File: config.mk
export PLATFORM = sky130hd
export DESIGN_NAME = boot_loader_ctrl
export DESIGN_NICKNAME = d
export VERILOG_FILES = /design/src/rtl/boot_loader_ctrl.sv
export SDC_FILE = /design/constraint.sdc
export NUM_CORES = 1
export LEC_CHECK = 0
export CORE_UTILIZATION = 45
export CTS_CLUSTER_DIAMETER = 120
export CTS_CLUSTER_SIZE = 24
export DETAILED_ROUTE_END_ITERATION = 8
export SLEW_MARGIN = 20
export SYNTH_ARGS = -nofsm -noshare
export SYNTH_HDL_FRONTEND = slang
export SYNTH_SLANG_ARGS = --single-unit
File: constraint.sdc
create_clock -name clk -period 6.42 [get_ports clk]
set_clock_uncertainty 0.15 [all_clocks]
set_input_delay 0.963 -clock clk [delete_from_list [all_inputs] [get_ports clk]]
set_output_delay 0.963 -clock clk [all_outputs]
set_load 0.02 [all_outputs]
File: src/rtl/boot_loader_ctrl.sv
// boot_loader_ctrl
//   Boot sequencer between a byte-stream source (UART RX) and the code RAM
//   write port. It holds the core in reset while receiving a length-prefixed,
//   checksummed image, writes the image into code RAM, then releases the core.
//
//   Image: LEN_LO, LEN_HI (N words), 4*N payload bytes (little-endian per word),
//          CSUM = mod-256 sum of payload bytes.
//
// Ports
//   clk, rst_n          clock, asynchronous active-low reset
//   boot_skip           1 in IDLE = skip loading and run preloaded RAM
//   byte_valid/data     RX byte stream; byte_ready accepts it
//   mem_req/we/addr/wdata, mem_gnt   code RAM write port (held until gnt)
//   core_rst_n          core reset, active low
//   boot_sequence_done  image loaded and core released
//   boot_error          sticky error (bad length, bad checksum, timeout)
module boot_loader_ctrl #(
    parameter int ADDR_W         = 12,
    parameter int MEM_WORDS      = 4096,
    parameter int BASE_ADDR      = 0,
    parameter int TIMEOUT_CYCLES = 1000000
) (
    input  logic              clk,
    input  logic              rst_n,
    input  logic              boot_skip,
    input  logic              byte_valid,
    input  logic [7:0]        byte_data,
    output logic              byte_ready,
    output logic              mem_req,
    output logic              mem_we,
    output logic [ADDR_W-1:0] mem_addr,
    output logic [31:0]       mem_wdata,
    input  logic              mem_gnt,
    output logic              core_rst_n,
    output logic              boot_sequence_done,
    output logic              boot_error
);

    typedef enum logic [2:0] {
        S_IDLE, S_LEN0, S_LEN1, S_DATA, S_WRITE, S_CSUM, S_DONE, S_ERROR
    } state_t;

    localparam int              TW       = $clog2(TIMEOUT_CYCLES + 1);
    localparam logic [TW-1:0]   TMO_LAST = TW'(TIMEOUT_CYCLES - 1);
    localparam logic [16:0]     MAX_N    = 17'(MEM_WORDS - BASE_ADDR);

    state_t        state, next_state;
    logic [7:0]    len_lo;
    logic [15:0]   n_words;
    logic [15:0]   word_cnt;
    logic [1:0]    byte_cnt;
    logic [7:0]    sum;
    logic [31:0]   word;
    logic [TW-1:0] tmo_cnt;

    logic          accept;
    logic [15:0]   n_new;
    logic [15:0]   word_cnt_inc;
    logic          timing;
    logic          tmo_hit;

    assign accept       = byte_valid & byte_ready;
    assign n_new        = {byte_data, len_lo};
    assign word_cnt_inc = word_cnt + 16'd1;
    assign timing       = (state == S_LEN1) || (state == S_DATA) ||
                          (state == S_WRITE) || (state == S_CSUM);
    // Fires on the TIMEOUT_CYCLES-th consecutive idle cycle.
    assign tmo_hit      = timing && (tmo_cnt == TMO_LAST);

    always_ff @(posedge clk or negedge rst_n) begin
        if (!rst_n) state <= S_IDLE;
        else        state <= next_state;
    end

    // A byte or grant in the same cycle as the timeout takes priority.
    always_comb begin
        next_state = state;
        case (state)
            S_IDLE:  if (boot_skip) next_state = S_DONE;
                     else if (accept) next_state = S_LEN1;
            S_LEN0:  next_state = S_LEN1;
            S_LEN1:  if (accept) begin
                         if (n_new == 16'd0 || {1'b0, n_new} > MAX_N) next_state = S_ERROR;
                         else                                          next_state = S_DATA;
                     end else if (tmo_hit) next_state = S_ERROR;
            S_DATA:  if (accept) begin
                         if (byte_cnt == 2'd3) next_state = S_WRITE;
                     end else if (tmo_hit) next_state = S_ERROR;
            S_WRITE: if (mem_gnt) next_state = (word_cnt_inc == n_words) ? S_CSUM : S_DATA;
                     else if (tmo_hit) next_state = S_ERROR;
            S_CSUM:  if (accept) next_state = (byte_data == sum) ? S_DONE : S_ERROR;
                     else if (tmo_hit) next_state = S_ERROR;
            default: next_state = state;
        endcase
    end

    always_ff @(posedge clk or negedge rst_n) begin
        if (!rst_n) begin
            len_lo             <= '0;
            n_words            <= '0;
            word_cnt           <= '0;
            byte_cnt           <= '0;
            sum                <= '0;
            word               <= '0;
            tmo_cnt            <= '0;
            byte_ready         <= 1'b0;
            mem_req            <= 1'b0;
            mem_we             <= 1'b0;
            mem_addr           <= ADDR_W'(BASE_ADDR);
            mem_wdata          <= '0;
            core_rst_n         <= 1'b0;
            boot_sequence_done <= 1'b0;
            boot_error         <= 1'b0;
        end else begin
            if (accept || !timing)        tmo_cnt <= '0;
            else if (tmo_cnt != TMO_LAST) tmo_cnt <= tmo_cnt + TW'(1);

            case (state)
                S_IDLE: if (accept && !boot_skip) len_lo <= byte_data;
                S_LEN1: if (accept) begin
                    n_words  <= n_new;
                    byte_cnt <= '0;
                    word_cnt <= '0;
                    sum      <= '0;
                end
                S_DATA: if (accept) begin
                    word     <= {byte_data, word[31:8]};
                    sum      <= sum + byte_data;
                    byte_cnt <= byte_cnt + 2'd1;
                end
                S_WRITE: if (mem_gnt) word_cnt <= word_cnt_inc;
                default: ;
            endcase

            // Handshake-facing outputs follow next_state so they match the
            // state the FSM is in during the following cycle.
            byte_ready <= (next_state == S_IDLE && !boot_skip) || next_state == S_LEN1 ||
                          next_state == S_DATA || next_state == S_CSUM;
            mem_req    <= (next_state == S_WRITE);
            mem_we     <= (next_state == S_WRITE);
            if (state == S_DATA && next_state == S_WRITE) begin
                mem_addr  <= ADDR_W'(32'(BASE_ADDR) + 32'(word_cnt));
                mem_wdata <= {byte_data, word[31:8]};
            end
            boot_error <= (next_state == S_ERROR);

            // Core release lags DONE entry by one cycle.
            core_rst_n         <= (state == S_DONE);
            boot_sequence_done <= (state == S_DONE);
        end
    end

endmodule

Yosys cells after proc, flatten, opt, wreduce, memory -nomap -nowiden. Cells that the tools add are included.

Add/subtract/negate cells: 4. $lt $le $gt $ge: 1. Equal/unequal tests: 19. Mux-type cells: 23. Bitwise gates (word level): 1. Reduce and logical (&&, ||, !) cells: 25.

Operators with widths (number): two-way mux 20 bit (2); two-way mux 16 bit (2); one-hot mux 16 bit (2 select lines) (1); two-way mux 3 bit (10); adder 20 x 1 -> 20 bit, second input constant (1); equality test 20 bit, second input constant (1); inequality test 20 bit, second input constant (1); equality test 3 bit, second input constant (6); one-hot mux 3 bit (6 select lines) (1); adder 16 x 1 -> 16 bit, second input constant (1); equality test 16 bit (1); > comparator 16 x 13 -> 1 bit, second input constant (1); zero test 16 bit (1); two-way mux 8 bit (2); one-hot mux 8 bit (2 select lines) (1); equality test 3 x 2 -> 1 bit, second input constant (4); adder 8 bit (1); equality test 8 bit (1); logical OR 1 bit (8); zero test 3 bit (2); inequality test 2 bit, second input constant (3); AND reduction 2 bit (3); AND reduction 3 bit (2); nonzero test 2 bit (3); 9 further kinds (14).

Register bits after elaboration: 153. Bits of input ports: 13. Word-level logic and storage cells: 87.

Longest topological paths before layout. Gate-level depths: netlist (run 1).

Depth in word-level cells: 13. Gate-level depth with buffers: 9.

Worst setup path before layout (run 1). Ideal clock, no wire load.

Kind: input -> register. Start point: in byte_data[1]. End point: reg sum[7]. Setup time: 0.069 ns. Arrival: 2.956 ns. Required time: 6.201 ns. Setup slack: 3.245 ns. Cell stages on the path: 9. Cells stage by stage: ha_1 -> a21o_1 -> a21oi_1 -> nor2b_1 -> o21a_1 -> o41a_1 -> xnor2_1 -> or4b_2 -> nand3_1.

Cells in the longest elaborated chain, start to end: 3.

Ends and longest elaborated chain: from (decl) (RTL line 27) `input logic [7:0] byte_data,`; adder 8 bit (RTL line 128) `sum <= sum + byte_data;`; two-way mux 8 bit (RTL line 126) `S_DATA: if (accept) begin`; one-hot mux 8 bit (2 select lines) (RTL line 118) `case (state)`; to (signal assigned) (RTL line 128); to (decl) (RTL line 52) `logic [7:0] sum;`.

Every way passes these cells. The select of a mux whose other input is x is not followed. A chain may end at the register's enable or synchronous reset.

Worst setup path in the final report (run 1). Ends and elaborated chain as after synthesis.

==> impl_metrics.json, run 1 <==
{
  "synth_seq_cells": 145,
  "grt_pass1_wl_mm": 24.0,
  "period_minus_slack_ps": 3510,
  "outcome": "complete, but fails checks",
  "p_per_area_nw_per_um2": 401,
  "rr_startpoint": "word_cnt[0]",
  "r2r_cells": 9,
  "ys_warn_count": 0,
  "nets": 672,
  "grt_max_degree": 96,
  "async_flop_share_pct": 100,
  "die_w_um": 125,
  "die_y_um": 125,
  "endpoint_kind": "flop",
  "cts_resized": 0,
  "violations": "DRC",
  "worstSetupPathType": "in -> reg",
  "yosysUniqueCellTypes": 53,
  "path_max_fanout": 7,
  "fin_tns_setup_ps": 0,
  "cp-start-kind": "primary input",
  "ant_nets": 0,
  "finish.utilization_pct": 55.6,
  "vdd_drop_max_uv": 226,
  "arrival_ps": 3720,
  "syn_area_sq_um": 6850,
  "core-area_sq_um": 14700,
  "seq_power_share_pct": 42.0,
  "antenna_found_initial": 0,
  "grt_overflow": 0,
  "dr.pass1.iters": 8,
  "holdPathEnd": "sum[3]",
  "htreeDepth": 4,
  "syn2layout_area_growth_pct": 19.4,
  "synth_seq_area_share_pct": 53.0,
  "worstSkewPairLatency_ps": 420,
  "rsz0062_at_grt": "no",
  "dp_hpwl_mm": 9.53,
  "design_area_sq_um": 8180,
  "max_freq_ghz": 0.285,
  "highest_layer": "met4",
  "wl_per_cell_um": 16.6,
  "reg2reg_slack_ps": 3250,
  "drtIter0Drc": 304,
  "swShare_pct": 32.6,
  "min_path_cells": 2,
  "pwr-share-comb_pct": 28.8,
  "port_buffers": 62,
  "dr_wl_met2_mm": 6.98,
  "start_util_pct": 46.6,
  "timing.rr.end": "byte_ready",
  "cts_hold_buf": 0,
  "cts_made_buffers": 17,
  "power_leakage_nw": 3.62,
  "cts_tree": "built",
  "placed_area_sq_um": 7600,
  "hold_viol": 0,
  "total_power_w": 0.00328,
  "worst_pin_slew_ps": 960,
  "drt-total-wl_mm": 14.0,
  "drc_errors": 2,
  "via_count": 4633,
  "synth_fp_nets": 616,
  "slew_viol_final": 0,
  "dieArea_sq_um": 15700,
  "syn_avg_cell_area_sq_um": 11.6,
  "switching_power_w": 0.00107,
  "cts_sinks": 145,
  "synthFlopType": "dfrtp_1",
  "slew_headroom_pct": 35.8,
  "crit_required_ps": 6630,
  "min_from": "sum[3]",
  "rows": 44,
  "wl_met1_mm": 6.42,
  "setup_viol": 0,
  "maxCapViolCount": 0,
  "gp_routability_congestion": 0.840,
  "post-route-period-util_pct": 54.7,
  "synth-edff-count": 0,
  "synthCells": 592,
  "postCtsSetupBuffers": 0,
  "pwr-share-clk_pct": 29.2,
  "wl_met3_um": 478,
  "intPower_w": 0.00221,
  "path_clk_slew_ps": 70,
  "clock-root-buffer": "clkbuf_16",
  "cts_buffer_depth": 2,
  "vias_per_cell": 5.48,
  "grt_usage_pct": 19.6,
  "ios": 63,
  "grt_pass1_vias": 4709,
  "drive_above_1_share_pct": 21.2,
  "hp-class": "reg -> reg",
  "antennaDiodeCount": 0
}
==> power by group through the flow <==
stage / sequential, W / combinational (W) / clock [W]
floorplan: 0.00142 / 0.000552 / 0
global placement: 0.00139 / 0.000927 / 0
detailed placement: 0.00140 / 0.000949 / 0
CTS: 0.00138 / 0.000954 / 0.000989
global route: 0.00142 / 0.00103 / 0.00103
finish: 0.00138 / 0.000944 / 0.000959
==> final cells by class <==
type,count,area (sq um)
repair buffers,68,667
multi-input cells,413,3070
clock buffers,18,429
clock inverters,14,145
flip-flops and latches,145,3630
inverters,3,11.3
well taps,184,230
fillers,1251,6520
==> cell families (layout without fill, tap and decap cells) <==
kind of cell	Yosys count	after routing	synth area share (%)
multiplexers	97	97	15.9
AO/OA/AOI/OAI	88	88	7.84
AND/OR/NAND/NOR	174	174	13.4
adder cells (fa/ha/maj)	11	11	2.12
buffers and inverters	34	103	2.23
XOR/XNOR	43	43	5.50
flip-flops	145	145	53.0
==> layer usage <==
metal  vias up  track usage [%]
met5         -                0
met4         0             6.89
met3        10             4.75
met2        59             32.4
met1      2329             25.2
li1       2235                -
==> worst max path at each step <==
stage,end,startpoint,depth (start not counted),slack [ps]
after floorplan,sum[7],byte_data[1],9,3250
after global placement,sum[7],byte_data[1],10,2540
after detailed placement,sum[7],byte_data[1],10,2480
after CTS,sum[7],byte_data[1],10,2930
after global routing,word_cnt[13],byte_valid,9,2790
final,sum[7],byte_data[1],10,2910
==> critical path, cell delays in order <==
cell and delay [ps]:
clkdlybuf4s50_1 640, ha_1 300, a21o_1 160, a21oi_1 210
nor2b_1 80, o21a_1 190, o41a_1 320, xnor2_1 140
or4b_2 620, nand3_1 100
==> state kept, by name, summed over array words and instances, names as in the netlist <==
| signal | flops |
|---|---|
| boot_sequence_done | 1 |
| byte_cnt | 2 |
| mem_wdata | 32 |
| byte_ready | 1 |
| n_words | 16 |
| len_lo | 8 |
| sum | 8 |
| mem_addr | 12 |
| tmo_cnt | 20 |
| boot_error | 1 |
| word | 24 |
| mem_we | 1 |
| word_cnt | 16 |
| state | 3 |
==> cell usage after synthesis (all sizes together) (4+ instances only) <==
cell type / number / area share, %
dfrtp: 145 / 53
mux2: 93 / 15
nand2: 52 / 2.9
o21ai: 44 / 3.2
nor2: 41 / 2.2
xnor2: 22 / 2.8
xor2: 21 / 2.7
clkbuf: 20 / 1.1
nand3: 19 / 1.8
a21oi: 15 / 1.1
nand4: 14 / 1.5
buf: 11 / 0.97
ha: 10 / 1.8
nor3: 8 / 0.58
nor4: 8 / 1.1
nor2b: 7 / 0.64
o31ai: 6 / 0.66
a21o: 5 / 0.55
or3: 5 / 0.46
and3: 4 / 0.37
mux2i: 4 / 0.58
==> layout by cell type, fill, tap and decap left out, types with 3 or more instances in the layout <==
cell	synthesis	final
a21o_1	5	5
a21oi_1	15	15
and3_1	4	4
and4_1	3	3
buf_4	5	6
clkbuf_16	0	17
clkdlybuf4s50_1	0	61
dfrtp_1	145	145
ha_1	10	10
inv_1	3	3
inv_6	0	6
inv_8	0	3
mux2_2	93	93
mux2i_1	4	4
nand2_1	52	52
nand3_1	17	17
nand3b_1	3	3
nand4_1	13	13
nor2_1	41	41
nor2b_1	7	7
nor3_1	8	8
nor4_1	5	5
o21ai_0	44	43
o31ai_1	6	6
or3_1	5	5
or4_1	3	3
xnor2_1	22	22
xor2_1	21	21
==> metrics by stage <==
stage	hold slack (ps)	setup slack [ps]	std cells
after CTS	350	2930	845
after global routing	367	2790	845
after detailed placement	333	2480	813
after global placement	322	2540	813
final	349	2910	845
after floorplan	304	3250	592
Power figures use the tool's default switching activity.
==> run 2, diff against run 1 <==
==> constraint.sdc (replaced) <==
create_clock -name clk -period 3.5 [get_ports clk]
set_clock_uncertainty 0.15 [all_clocks]
set_input_delay 0.525 -clock clk [delete_from_list [all_inputs] [get_ports clk]]
set_output_delay 0.525 -clock clk [all_outputs]
set_load 0.02 [all_outputs]
==> run 2 against run 1 <==
Compared with the run above: the run still ends with DRC left; routed wire length up 0.19%; hold slack worse by 1.5 ps; first-iteration DRC count decreased by 18%; design area grew 1.6%; die area stayed put; via count is 1.7% higher; setup slack got worse by 2400 ps; critical path type is now reg -> reg; largest cell class unchanged; largest power group unchanged; highest routed layer unchanged.
==> impl_metrics.json, run 2 (same netlist as run 1, synthesis figures left out) <==
{
  "outcome": "complete, but fails checks",
  "violations": "DRC",
  "path_clk_slew_ps": 70,
  "wl_per_cell_um": 16.4,
  "cp-start-kind": "flop",
  "dr.pass1.iters": 9,
  "maxCapViolCount": 0,
  "power_leakage_nw": 3.69,
  "final_common_cell": "dfrtp_1",
  "cts_tree": "built",
  "fin_ws_ps": 470,
  "die_w_um": 125,
  "cts_resized": 0,
  "hp-class": "reg -> reg",
  "antennaDiodeCount": 0,
  "slew_viol_final": 0,
  "pwr-share-comb_pct": 29.0,
  "arrival_ps": 3190,
  "grt_pass1_wl_mm": 23.7,
  "htreeDepth": 4,
  "vdd_drop_max_uv": 435,
  "cts_made_buffers": 17,
  "grt_max_degree": 67,
  "cp_top_family": "compound AO/OA/AOI/OAI gates",
  "path_max_fanout": 8,
  "critPathBufInv": 0,
  "syn2layout_area_growth_pct": 21.3,
  "hold-worst-slack_ps": 347,
  "most-common-layout-cells": "dfrtp_1 (145), mux2_2 (93), clkdlybuf4s50_1 (61)",
  "post-place-ws_ps": 212,
  "drtIter0Drc": 248,
  "ant_nets": 0,
  "drt-total-wl_mm": 14.1,
  "dp_hpwl_mm": 9.64,
  "setup_viol": 0,
  "drive_above_1_share_pct": 22.7,
  "die_y_um": 125,
  "min_from": "sum[5]",
  "worstPathCellList": "ha_1, nand3_4, nor4_4, xnor2_1, a2111o_1, nor4_2, a31oi_1, o2bb2ai_2, a21bo_1",
  "endpoint_kind": "flop",
  "intPower_w": 0.00408,
  "grt_usage_pct": 19.3,
  "max_freq_ghz": 0.330,
  "rr_startpoint": "word_cnt[0]",
  "port_buffers": 62,
  "period_minus_slack_ps": 3030,
  "largest_register_ffs": 32,
  "hold_viol": 0,
  "postCtsSetupBuffers": 0,
  "cts_buffer_depth": 2,
  "p_per_area_nw_per_um2": 727,
  "post-route-period-util_pct": 86.6,
  "crit_start": "word_cnt[0]",
  "via_count": 4710,
  "vias_per_cell": 5.49,
  "core-area_sq_um": 14700,
  "ios": 63,
  "dieArea_sq_um": 15700,
  "swShare_pct": 32.4,
  "clock-root-buffer": "clkbuf_16",
  "crit_required_ps": 3660,
  "slowest_stage": "dfrtp_1",
  "antenna_found_initial": 0,
  "grt_overflow": 0,
  "worstSetupPathType": "reg -> reg",
  "reg_top3": "mem_wdata (32), word (24), tmo_cnt (20)",
  "rsz0062_at_grt": "no",
  "total_power_w": 0.00604,
  "switching_power_w": 0.00196,
  "worst_pin_slew_ps": 916,
  "top_register": "mem_wdata",
  "worstSkewPairLatency_ps": 420,
  "cp_slowest_stage_delay_ps": 510,
  "cts_hold_buf": 1,
  "drc_errors": 1,
  "fin_tns_setup_ps": 0,
  "rows": 44,
  "pwr-share-clk_pct": 29.4,
  "grt_pass1_vias": 4747,
  "seq_power_share_pct": 41.7,
  "gp_routability_congestion": 0.881,
  "start_util_pct": 46.6,
  "slew_headroom_pct": 38.7,
  "cts_sinks": 145,
  "nets": 685
}
## run 2: cell types whose count changed in the layout (fill, tap and decap cells not counted)
| cell | delta |
|---|---|
| clkinvlp_4 | -1 |
| clkinv_4 | +2 |
| clkbuf_1 | -1 |
| dlygate4sd3_1 | +1 |
| inv_6 | -3 |
| clkbuf_8 | +1 |
| clkinv_8 | +1 |
| buf_4 | +11 |
| buf_12 | +1 |
| clkinv_2 | +1 |
## run 2: area by class of cell
| cell class | count | area (sq um) |
|---|---|---|
| clock buffer | 18 | 439 |
| clock inverter | 14 | 150 |
| fill | 1202 | 6390 |
| inverter | 3 | 11.3 |
| multi-input combinational | 413 | 3070 |
| sequential | 145 | 3630 |
| tap | 184 | 230 |
| timing repair buffer | 81 | 779 |
## run 2: tightest hold or removal path, delay by kind of cell (launching register included)
kind / cells / cell delay, ps
flip-flops: 1 / 360
AO/OA/AOI/OAI: 1 / 60
AND/OR/NAND/NOR: 1 / 50
## run 2: power groups by stage
stage	combinational, W	clock (W)	sequential [W]
after floorplan	0.00101	0	0.00260
after global placement	0.00172	0	0.00253
after detailed placement	0.00176	0	0.00255
after CTS	0.00177	0.00181	0.00252
after global routing	0.00191	0.00189	0.00259
final	0.00175	0.00177	0.00252
## run 2: stage by stage
step	util (%)	std cells	instance area, sq um
after floorplan	-	592	6850
after global placement	52.4	825	7710
after detailed placement	52.4	825	7710
after CTS	56.5	858	8310
after global routing	56.5	858	8310
final	56.5	858	8310
## run 2: routing by layer
| layer | vias up | share of wire (%) | global-route usage [%] |
|---|---|---|---|
| li1 | 2258 | - | - |
| met1 | 2346 | 46 | 25.1 |
| met2 | 95 | 49 | 31.4 |
| met3 | 11 | 4.3 | 5.43 |
| met4 | 0 | 0.98 | 5.60 |
| met5 | - | 0 | 0 |
## run 2: final timing paths
check | endpoint | slack, ps | cells past startpoint
hold / removal | sum[5] | 350 | 2
max in group asynchronous | word[16] | 1840 | 3
min in group asynchronous | mem_wdata[7] | 530 | 2
hold reg to reg | sum[5] | 350 | 2
setup reg to reg | byte_ready | 470 | 9
setup / recovery | byte_ready | 470 | 9
==> run 3, diff against run 2 <==
--- a/config.mk
+++ b/config.mk
@@ -5,6 +5,7 @@
 export SDC_FILE = /design/constraint.sdc
 export NUM_CORES = 1
 export LEC_CHECK = 0
+export ABC_CLOCK_PERIOD_IN_PS = 3500
 export CORE_UTILIZATION = 45
 export CTS_CLUSTER_DIAMETER = 120
 export CTS_CLUSTER_SIZE = 24
==> results of run 3 <==
The final DEF is identical to that of run 2; final timing and power are the same.
